**config.mk**
```make
export PLATFORM = sky130hd
export DESIGN_NAME = uart_tx_frame
export DESIGN_NICKNAME = d
export VERILOG_FILES = /design/src/rtl/uart_pkg.sv /design/src/rtl/uart_tx_serializer.sv /design/src/rtl/uart_tx_frame.sv
export SDC_FILE = /design/constraint.sdc
export NUM_CORES = 1
export LEC_CHECK = 0
export BUFFER_PORTS_ARGS = -buffer_cell sky130_fd_sc_hd__buf_2
export CORE_MARGIN = 1.5
export CORE_UTILIZATION = 58
export CTS_CLUSTER_DIAMETER = 30
export CTS_CLUSTER_SIZE = 12
export DETAILED_ROUTE_END_ITERATION = 16
export PLACE_DENSITY = 0.77
export SLEW_MARGIN = 20
export SYNTH_ARGS = -nofsm -noshare
export SYNTH_HDL_FRONTEND = slang
export SYNTH_SLANG_ARGS = --single-unit
```
**constraint.sdc**
```tcl
create_clock -name CLK -period 5 [get_ports CLK]
set_input_delay 0.5 -clock CLK [delete_from_list [all_inputs] [get_ports CLK]]
set_output_delay 0.5 -clock CLK [all_outputs]
set_load 0.005 [all_outputs]
```
**src/rtl/uart_pkg.sv**
```systemverilog
`default_nettype none
// ============================================================================
// Module   : uart_pkg
// Brief    : Shared UART transmit state encoding and line-level constants.
// Revision : 1.0 - initial release
// ============================================================================
package uart_pkg;

    typedef logic [2:0] tx_state_t;

    localparam logic [2:0] IDLE   = 3'd0;
    localparam logic [2:0] START  = 3'd1;
    localparam logic [2:0] DATA   = 3'd2;
    localparam logic [2:0] PARITY = 3'd3;
    localparam logic [2:0] STOP   = 3'd4;

    localparam logic PAR_EVEN  = 1'b0;
    localparam logic PAR_ODD   = 1'b1;

    localparam logic START_BIT = 1'b0;
    localparam logic STOP_BIT  = 1'b1;

endpackage : uart_pkg
`default_nettype wire

```
**src/rtl/uart_tx_serializer.sv**
```systemverilog
`default_nettype none
// ============================================================================
// Module   : uart_tx_serializer
// Brief    : Payload latch and bit counter; presents the bit for the next cycle.
// Revision : 1.0 - initial release
// ============================================================================
module uart_tx_serializer #(
    parameter int DATA_WIDTH = 8
) (
    input  logic                  clk,
    input  logic                  rst,
    input  logic                  i_load,
    input  logic                  i_shift,
    input  logic [DATA_WIDTH-1:0] i_data,
    output logic [DATA_WIDTH-1:0] o_data,
    output logic                  o_next_bit,
    output logic                  o_done
);

    localparam int CNT_W = (DATA_WIDTH > 1) ? $clog2(DATA_WIDTH) : 1;
    localparam logic [CNT_W-1:0] c_LAST = CNT_W'(DATA_WIDTH - 1);

    logic [DATA_WIDTH-1:0] r_data;
    logic [CNT_W-1:0]      r_cnt;
    logic [CNT_W-1:0]      w_cnt_next;

    assign o_done = (r_cnt == c_LAST);

    // Counter saturates on the last bit so it can never index past the payload.
    always_comb begin
        w_cnt_next = r_cnt;
        if (i_load) begin
            w_cnt_next = '0;
        end else if (i_shift && !o_done) begin
            w_cnt_next = r_cnt + 1'b1;
        end
    end

    // Output is registered one level up, so it needs the bit for the coming cycle.
    assign o_next_bit = r_data[w_cnt_next];
    assign o_data     = r_data;

    always_ff @(posedge clk or posedge rst) begin
        if (rst) begin
            r_data <= '0;
            r_cnt  <= '0;
        end else begin
            if (i_load) begin
                r_data <= i_data;
            end
            r_cnt <= w_cnt_next;
        end
    end

endmodule : uart_tx_serializer
`default_nettype wire

```
**src/rtl/uart_tx_frame.sv**
```systemverilog
`default_nettype none
// ============================================================================
// Module   : uart_tx_frame
// Brief    : UART frame transmitter, one bit per CLK: start, data LSB first,
//            optional parity, stop. TX_OUT and Busy are registered.
// Revision : 1.0 - initial release
// ============================================================================
module uart_tx_frame
    import uart_pkg::*;
#(
    parameter int DATA_WIDTH = 8
) (
    input  logic                  CLK,
    input  logic                  RST,
    input  logic [DATA_WIDTH-1:0] P_DATA,
    input  logic                  Data_Valid,
    input  logic                  PAR_EN,
    input  logic                  PAR_TYP,
    output logic                  TX_OUT,
    output logic                  Busy
);

    tx_state_t             r_state;
    tx_state_t             w_state_next;
    logic                  r_par_en;
    logic                  r_par_typ;
    logic                  r_tx;
    logic                  r_busy;
    logic                  w_accept;
    logic                  w_tx_next;
    logic                  w_parity;
    logic                  w_next_bit;
    logic                  w_done;
    logic [DATA_WIDTH-1:0] w_data;

    assign w_accept = (r_state == IDLE) && Data_Valid;

    uart_tx_serializer #(
        .DATA_WIDTH (DATA_WIDTH)
    ) u_serializer (
        .clk        (CLK),
        .rst        (RST),
        .i_load     (w_accept),
        .i_shift    (r_state == DATA),
        .i_data     (P_DATA),
        .o_data     (w_data),
        .o_next_bit (w_next_bit),
        .o_done     (w_done)
    );

    assign w_parity = (r_par_typ == PAR_ODD) ? ~^w_data : ^w_data;

    always_comb begin
        w_state_next = r_state;
        case (r_state)
            IDLE:    if (Data_Valid) w_state_next = START;
            START:   w_state_next = DATA;
            DATA:    if (w_done) w_state_next = r_par_en ? PARITY : STOP;
            PARITY:  w_state_next = STOP;
            STOP:    w_state_next = IDLE;
            default: w_state_next = IDLE;
        endcase
    end

    // Outputs are decoded from the state being entered so they line up with it.
    always_comb begin
        w_tx_next = STOP_BIT;
        case (w_state_next)
            START:   w_tx_next = START_BIT;
            DATA:    w_tx_next = w_next_bit;
            PARITY:  w_tx_next = w_parity;
            default: w_tx_next = STOP_BIT;
        endcase
    end

    always_ff @(posedge CLK or posedge RST) begin
        if (RST) begin
            r_state   <= IDLE;
            r_par_en  <= 1'b0;
            r_par_typ <= PAR_EVEN;
            r_tx      <= STOP_BIT;
            r_busy    <= 1'b0;
        end else begin
            if (w_accept) begin
                r_par_en  <= PAR_EN;
                r_par_typ <= PAR_TYP;
            end
            r_state <= w_state_next;
            r_tx    <= w_tx_next;
            r_busy  <= (w_state_next != IDLE);
        end
    end

    assign TX_OUT = r_tx;
    assign Busy   = r_busy;

endmodule : uart_tx_frame
`default_nettype wire

```
==> impl_metrics.toml <==
[synth]
async_flop_share_pct = 100.0
synth_area_um2 = 962.2
syn_inst = 85
ys_warn_count = 0
synth-seq-cells = 18
synth_enable_flop_cells = 0
ys.flop_type = "dfrtp_1"
syn_area_per_cell_um2 = 11.32
synth-seq-area-share_pct = 46.94
synth_nets = 100
synth_cell_types = 33

[global_route]
antenna_found_initial = 0
overflow = 0
grtUsageTotal_pct = 20.33
grt_first_pass_wirelength_um = 2822
grt_max_degree = 19
grt_pass1_vias = 681

[detailed_routing]
vias_per_cell = 5.598
final_antenna_net_count = 0
drt_iter0_markers = 11
routed_wl_um = 1574
firstDrtPassIters = 4
wl_per_cell_um = 13.45
drc_errors = 0
vias = 655

[worst_hold_path]
hold_class = "input port to asynchronous set/reset pin"

[power]
power.density_nw_per_um2 = 697.8
p_leak_nw = 0.4907
ir_worst_vdd_uv = 385.3

[die]
initial_core_util_pct = 63.14
die_y_um = 43.73
coreArea_um2 = 1524
placementRows = 14
dieArea_um2 = 1912
die_w_um = 43.73
num_io_pins = 15

[cts]
cts_inserted_buffers = 3
clkTransAtPathRegs_ps = 100
cts_tree = "built"
cts_resized = 0
insertion_delay_ps = 290
cts_buffer_depth = 2
cts_hold_buf = 0
post-cts-setup-buffers = 0
clock-root-buffer = "clkbuf_4"
clock_sinks = 18
htreeDepth = 1

[place]
hpwlAfterDp_um = 1195
gp_congestion = 0.7938
io_buffers = 14
place_ws_ps = 2767

[worst_setup_path]
critPathRequiredTime_ps = 5210
worstSetupEndpointType = "flop"
rr_worst_depth = 8
critPathKind = "flop to flop"
crit_path_start_kind = "flop"
regToRegStartpoint = "u_serializer.r_cnt[0]"
path_max_fanout = 8
rrSetupSlack_ps = 2710
reg2reg_to = "TX_OUT"
cp.arrival_ps = 2500

[final_layout]
final_common_cell = "dfrtp_1"
diodes = 0
drive_gt1_share_pct = 26.73
final.fill_count = 112
area_growth_syn_to_layout_pct = 11.44
fin_nets = 117
layout_common_cells = "17 x dfrtp_1, 14 x buf_2, 8 x mux2_1, 6 x o21ai_1, 6 x xnor2_1"

[sta]
finalSetupViolCount = 0
finalHoldViolCount = 0
fin_crit_sh_pct = 45.74
fmax_mhz = 437.2
fin_ws_ps = 2713
skew_ps = 5.862
timing.final.crit_period_ps = 2287
rsz0062_at_grt = "false"
slew_violations = 0
tightestPinTransition_ps = 918.5
worst_slew_margin_rel_pct = 38.54
tns_ps = 0

[job]
maxCapViolations = 0

[outcome]
outcome = "complete, no violations"
## layout make-up
cell class / count / area (µm²) / area share, %
Inverter: 6 / 22.52 / 2.100
Multi-Input combinational cell: 59 / 471.7 / 43.99
Clock buffer: 4 / 36.28 / 3.384
Tap cell: 16 / 20.02 / 1.867
Timing Repair Buffer: 14 / 70.07 / 6.534
Sequential cell: 18 / 451.7 / 42.12
## report_power, final
group	internal (mW)	switching [mW]
Combinational	0.200	0.180
Sequential	0.216	0.0646
Clock	0.0443	0.0428
## cell families after synthesis
| logic type | share of synthesized area [%] |
|---|---|
| muxes | 10.40 |
| adders and majority gates | 2.600 |
| buffers and inverters | 4.030 |
| xor gates and xnor gates | 7.282 |
| and+or+nand+nor | 14.57 |
| AOI/OAI and AO/OA | 14.18 |
| DFF | 46.94 |
## metal layers
| layer | global-route usage [%] | share of wire [%] | vias up |
|---|---|---|---|
| met5 | 0 | 0 | - |
| met4 | 13.33 | 1.6 | 0 |
| met3 | 2.500 | 2.1 | 4 |
| met2 | 32.65 | 50 | 9 |
| met1 | 25.68 | 47 | 304 |
| li1 | - | - | 338 |
## worst max-delay path by stage
stage	start	endpoint	slack, ps
after floorplan	u_serializer.r_cnt[0]	TX_OUT	2880
after global routing	u_serializer.r_cnt[0]	TX_OUT	2500
after CTS	u_serializer.r_cnt[0]	TX_OUT	2740
final	u_serializer.r_cnt[0]	TX_OUT	2710
after detailed placement	u_serializer.r_cnt[0]	TX_OUT	2770
after global placement	u_serializer.r_cnt[0]	TX_OUT	2810
## flip-flops by register name (all words and copies together), names as in the netlist
name                 cells
TX_OUT                   1
u_serializer.r_cnt       3
Busy                     1
r_state                  3
u_serializer.o_data      8
r_par_typ                1
r_par_en                 1
## worst max-delay path: stages (launching register included)
cell and delay (ps):
dfrtp_1 470, ha_1 240, ha_1 290, nor4b_1 360, a21oi_1 70, o21ai_1 350, nand4b_1 170, nand4_1 100
a31oi_1 180
## stage by stage
stage	util, %	area (µm²)	hold WS [ps]	cells	power, mW
floorplan	-	962.2	437.8	85	0.5911
global placement	67.98	1036	491.0	113	0.6495
detailed placement	67.98	1036	516.8	113	0.6613
CTS	70.36	1072	297.1	117	0.7512
global route	70.36	1072	331.7	117	0.8158
finish	70.36	1072	285.5	117	0.7482
## Yosys cell counts, types with 2 or more instances
cell | instances | area (µm²)
xnor2_1 | 6 | 52.55
nor4b_1 | 2 | 17.52
inv_1 | 5 | 18.77
a21oi_1 | 4 | 20.02
mux2_1 | 8 | 90.09
o21ai_1 | 6 | 30.03
nor2_1 | 3 | 11.26
nand4b_1 | 2 | 17.52
dfrtp_1 | 17 | 425.4
ha_1 | 2 | 25.02
xor2_1 | 2 | 17.52
nand2_1 | 3 | 11.26
a21bo_2 | 2 | 20.02
nand3_1 | 4 | 20.02
Note: power is estimated with default switching activity, not from simulation.
